[config.mk]
export PLATFORM = sky130hd
export DESIGN_NAME = shift_row_stream
export DESIGN_NICKNAME = d
export VERILOG_FILES = /design/src/rtl/shift_row_stream.sv
export SDC_FILE = /design/constraint.sdc
export NUM_CORES = 1
export LEC_CHECK = 0
export ABC_AREA = 1
export BUFFER_PORTS_ARGS = -buffer_cell sky130_fd_sc_hd__buf_2
export CAP_MARGIN = 10
export CORE_MARGIN = 5
export CORE_UTILIZATION = 40
export CTS_BUF_LIST = sky130_fd_sc_hd__clkbuf_8
export DETAILED_ROUTE_END_ITERATION = 7
export HOLD_SLACK_MARGIN = 0.12
export PLACE_DENSITY = 0.72
export SYNTH_ARGS = -nofsm -noshare
export SYNTH_HDL_FRONTEND = slang
export SYNTH_SLANG_ARGS = --single-unit
[constraint.sdc]
create_clock -name clk -period 2.2 [get_ports clk]
set_input_delay 0.44 -clock clk [delete_from_list [all_inputs] [get_ports clk]]
set_output_delay 0.44 -clock clk [all_outputs]
set_load 0.02 [all_outputs]
[src/rtl/shift_row_stream.sv]
// shift_row_stream: Rijndael ShiftRows / InvShiftRows for NB = 4, 6 or 8
// columns. The row permutation is combinational on the input beat. Results
// are queued in a 2-entry FIFO with valid/ready handshakes on both sides.
module shift_row_stream #(
  parameter int unsigned NB     = 4,
  parameter bit          INV_EN = 1'b1
) (
  input  logic              clk,
  input  logic              reset,
  input  logic              in_valid,
  output logic              in_ready,
  input  logic              in_inv,
  input  logic [32*NB-1:0]  in_state,
  output logic              out_valid,
  input  logic              out_ready,
  output logic [32*NB-1:0]  out_state
);

  localparam int unsigned W = 32 * NB;

  generate
    if (NB != 4 && NB != 6 && NB != 8) begin : g_bad_nb
      $error("shift_row_stream: NB must be 4, 6 or 8");
    end
  endgenerate

  // Row offsets: {0,1,2,3} for NB=4/6, {0,1,3,4} for NB=8.
  function automatic int unsigned row_shift(input int unsigned r);
    if (NB == 8 && r >= 2) return r + 1;
    return r;
  endfunction

  logic         inv;
  logic [W-1:0] shifted;

  logic [W-1:0] mem_q [2];
  logic [W-1:0] mem_d [2];
  logic         wr_ptr_q, wr_ptr_d;
  logic         rd_ptr_q, rd_ptr_d;
  logic [1:0]   count_q, count_d;
  logic         in_ready_q, in_ready_d;
  logic         push, pop;

  // Per-beat row permutation; row 0 always keeps its position.
  always_comb begin
    int unsigned src;
    inv     = INV_EN ? in_inv : 1'b0;
    shifted = '0;
    src     = 0;
    for (int unsigned r = 0; r < 4; r++) begin
      for (int unsigned c = 0; c < NB; c++) begin
        src = inv ? (c + NB - row_shift(r)) % NB : (c + row_shift(r)) % NB;
        shifted[W-1-32*c-8*r -: 8] = in_state[W-1-32*src-8*r -: 8];
      end
    end
  end

  // FIFO next-state. in_ready is registered from the next occupancy so
  // out_ready never reaches in_ready combinationally.
  always_comb begin
    push     = in_valid & in_ready_q;
    pop      = (count_q != 2'd0) & out_ready;
    mem_d[0] = mem_q[0];
    mem_d[1] = mem_q[1];
    if (push) mem_d[wr_ptr_q] = shifted;
    wr_ptr_d = wr_ptr_q ^ push;
    rd_ptr_d = rd_ptr_q ^ pop;
    count_d  = count_q;
    if (push && !pop)      count_d = count_q + 2'd1;
    else if (!push && pop) count_d = count_q - 2'd1;
    in_ready_d = (count_d != 2'd2);
  end

  // State registers; reset clears storage so out_state reads zero.
  always_ff @(posedge clk or negedge reset) begin
    if (!reset) begin
      mem_q[0]   <= '0;
      mem_q[1]   <= '0;
      wr_ptr_q   <= 1'b0;
      rd_ptr_q   <= 1'b0;
      count_q    <= 2'd0;
      in_ready_q <= 1'b0;
    end else begin
      mem_q[0]   <= mem_d[0];
      mem_q[1]   <= mem_d[1];
      wr_ptr_q   <= wr_ptr_d;
      rd_ptr_q   <= rd_ptr_d;
      count_q    <= count_d;
      in_ready_q <= in_ready_d;
    end
  end

  assign in_ready  = in_ready_q;
  assign out_valid = (count_q != 2'd0);
  assign out_state = mem_q[rd_ptr_q];

endmodule
* Yosys cells after proc, flatten, opt, wreduce, memory -nomap -nowiden
Cells that the tools add are included.
Word-level totals: word-level logic and storage cells 56, register bits 261, input bits 133
Operators by class: shift operators 8, bitwise logic cells 6, $add $sub $neg 14, mux-type cells 12, magnitude comparators 3, reductions and logical operators 6, equal/unequal tests 1
Operator list (count):
- $shiftx 135x33->8 | 8
- $mux 128 | 4
- $bwmux 256 | 1
- $demux 128 s1 | 1
- $sub 32x4->32 const B | 4
- $sub 32x5->32 const B | 3
- $sub 7x32->32 const A | 2
- $sub 7x7->8 const A | 2
- $mux 2 | 6
- $sub 8x6->9 const B | 1
- $ge 2x2->1 const B | 2
- $not 1->2 | 2
- $logic_and 1x1->1 | 3
- $add 2x1->2 const B | 1
- $and 1x1->1 | 2
- $logic_not 1->1 | 2
- $lt 2x1->1 const B | 1
- $ne 2x2->1 const B | 1
- $reduce_bool 2->1 | 1
- $sub 2x1->2 const B | 1
- $xor 1x1->1 | 2

* Logic depth before layout (Yosys ltp)
depth in word-level cells 6, mapped depth 9

* Worst setup path before layout
OpenSTA, ideal clock, no wires.
path kind reg2out, start reg rd_ptr_q, end out out_state[107], stages on the path, launching flop included 4, arrival time 1.210 ns, data required time 1.760 ns, path buffers 2, slack 0.550 ns, path through dfrtp_1 -> buf_4 -> clkbuf_1 -> o21ai_0
Between the ends: longest elaborated chain between the ends 4
Ends and longest elaborated chain:
- from (decl) | line 39 | logic rd_ptr_q, rd_ptr_d;
- from (signal assigned) | line 87 | rd_ptr_q <= rd_ptr_d;
- $not 1->2 (not written as such) | line 95 | assign out_state = mem_q[rd_ptr_q];
- $mux 128 (not written as such) (3 in a row) | line 95
- to (decl) | line 16 | output logic [32*NB-1:0] out_state
Every way passes these cells. The select of a mux whose other input is x is not followed.

* Final worst setup path
start reg rd_ptr_q, end out out_state[63]
Same word-level chain as after synthesis.

==> results.yml <==
status:
  outcome: "finished, violations left"
  violations: "negative setup slack"
pwr:
  vdd_drop_max_mv: 0.917
  finalPower_mw: 27.6
  p_leak_nw: 8.65
  power_density_nw_per_um2: 1640
clocking:
  htree_num_levels: 2
  cts_tree: "built"
  cts_buffers: 45
  cts_sinks: 261
  max-clock-path-buffers: 3
  path_clk_slew_ps: 60
  root_buffer: "clkbuf_8"
  insertion_delay_ps: 540
routing:
  drcViolationCount: 0
  first_iter_violations: 788
  post_drt_wl_per_cell_um: 16.2
  viasPerCell: 4.97
  dr_total_vias: 11200
  ant_nets: 0
  drtPass1Iterations: 5
  routed_wl_um: 36600
finish:
  utilization: 0.567
  layout.nets: 1966
  area_growth_pct: 40.3
  fillers: 2532
  seq_area_um2: 6540
  drive_gt1_frac: 0.289
  multi_input_area_um2: 5000
logic_synthesis:
  syn-num-nets: 1644
  synth.distinct_cells: 17
  synth_commonest_cells: "683 x nand2_1, 261 x dfrtp_1, 229 x o21ai_0"
  seq_area_frac_synth: 0.545
  synth_top_area_frac: 0.545
  yosysTopAreaCell: "dfrtp_1"
  synth_ff_type: "dfrtp_1"
  synth_edf_count: 0
  synth-seq-cells: 261
  synth_area_leaders: "dfrtp_1 55%, nand2_1 21%, o21ai_0 9.6%"
  async_flop_share: 1.00
  ys_warn_count: 0
  synthCells: 1508
  synthesis.area_um2: 12000
  avgSynthCellArea_um2: 7.94
  yosysMostFrequentCell: "nand2_1"
global_routing:
  met3_usage: 0.0371
  grt_use_met2: 0.319
  grt_overflow: 0
  grt-busiest-layer: "met2"
  grt_antenna_before_repair: 3
  track_usage: 0.194
  grt_pass1_vias: 10700
  grt_max_degree: 91
  grtUsageMet1: 0.251
  grt_pass1_wl_um: 53500
sta:
  clock_skew_ps: 31.5
  setup_slack_ps: -25.7
  finalSetupViolCount: 14
  maxSlewHeadroom: 0.677
  finalSetupTns_ps: -135
  finalCritPeriodShare: 1.01
  slew_viol_final: 0
  fmax_mhz: 449
  post-route-min-period_ps: 2230
  rsz0062_at_grt: "true"
  tightest_slew_ps: 484
  finalHoldViolCount: 0
setup_path:
  cp-end-kind: "output pin"
  critPathRequiredTime_ps: 1760
  cp-start-kind: "flop"
  cp_cell_sequence: "buf_4 -> clkbuf_16 -> o21ai_0 -> buf_2"
  path_delay_family: "buffers and inverters"
  worstPathArrival_ps: 1790
  crit_slowest_cell: "dfrtp_4"
  critPathBufInv: 3
  critPathKind: "flop to output pin"
  worstPathMaxFanout: 13
  critPathMaxStageDelay_ps: 510
place:
  routabilityCongestion: 0.848
  place_hpwl_um: 22000
  post-place-ws_ps: 411
  port_buffers: 262
die:
  die_area_um2: 33500
  die-height_um: 183
  die_w_um: 183
  core_area_um2: 29600
  pin_count: 263
  initial_core_util: 0.404
  rows: 63
run:
  cap_violations: 0
worst_hold_path:
  hold_path.class: "primary input to flop"
repair_timing:
item / 4_1_cts / 5_1_grt
hold buffers: 61 / 0
buffers inserted: 2 / 4
gates cloned: 1 / 15
pin swaps: 0 / 17
resized for setup: 178 / 271
hold endpoints to repair: 146 / 0
setup endpoints to repair: 118 / 128
report_power, final:
part	internal [mW]	switching [mW]
sequential	7.09	1.28
clock	2.82	1.97
combinational	5.99	8.47
total	15.9	11.7
layer usage:
| metal | wire length (um) | vias up |
|---|---|---|
| met5 | 14 | - |
| met4 | 1550 | 4 |
| met3 | 2310 | 109 |
| met2 | 17500 | 434 |
| met1 | 15200 | 5302 |
| li1 | - | 5360 |
stage by stage:
stage          hold slack [ps]  cell area (um^2)  instances
2_1_floorplan              144             12000       1508
3_3_place_gp               363             13600       2091
3_5_place_dp               367             13600       2091
4_1_cts                    128             15600       2235
5_1_grt                    132             16800       2254
6_report                   168             16800       2254
cells by family after synthesis:
kind of cell    Yosys count  synth area share
xor+xnor                  1          0.000731
flops                   261             0.545
simple gates            718             0.225
fa+ha+maj                 3           0.00313
compound gates          320             0.140
buf+inv                 205            0.0857
state kept, by name, indices dropped and copies added (netlist names):
register	cells
rd_ptr_q	1
mem_q	256
in_ready	1
wr_ptr_q	1
count_q	2
cell usage in the layout, fill, tap and decap left out, types with 32 or more instances in the layout:
master / instances
dlygate4sd3_1: 61
o21ai_1: 81
inv_1: 116
o21ai_0: 169
clkbuf_8: 61
nand2_1: 589
dfrtp_1: 260
buf_6: 77
nand2_2: 67
buf_4: 65
buf_2: 139
nor2_1: 32
final timing paths:
path | endpoint | slack [ps] | startpoint | cells past startpoint
max | out_state[63] | -30 | rd_ptr_q | 4
min | mem_q[58] | 170 | in_state[58] | 3
max reg2reg | mem_q[150] | 630 | in_ready | 6
min reg2reg | mem_q[121] | 470 | mem_q[121] | 2
min in group asynchronous | mem_q[155] | 390 | reset | 2
max in group asynchronous | mem_q[249] | 990 | reset | 3
layout make-up:
| cell class | count | area share |
|---|---|---|
| clock inverter | 19 | 0.00990 |
| antenna | 1 | 0.000149 |
| timing repair inverter | 1 | 0.000968 |
| timing repair buffer | 372 | 0.198 |
| tap | 390 | 0.0290 |
| multi-input combinational | 1042 | 0.298 |
| clock buffer | 61 | 0.0499 |
| sequential | 261 | 0.389 |
| inverter | 107 | 0.0258 |
worst min-delay path, delay by kind of cell:
kind	cells	cell delay, ps
buffers and inverters	1	120
AND/OR/NAND/NOR	2	120
(Power assumes the default switching activity.)
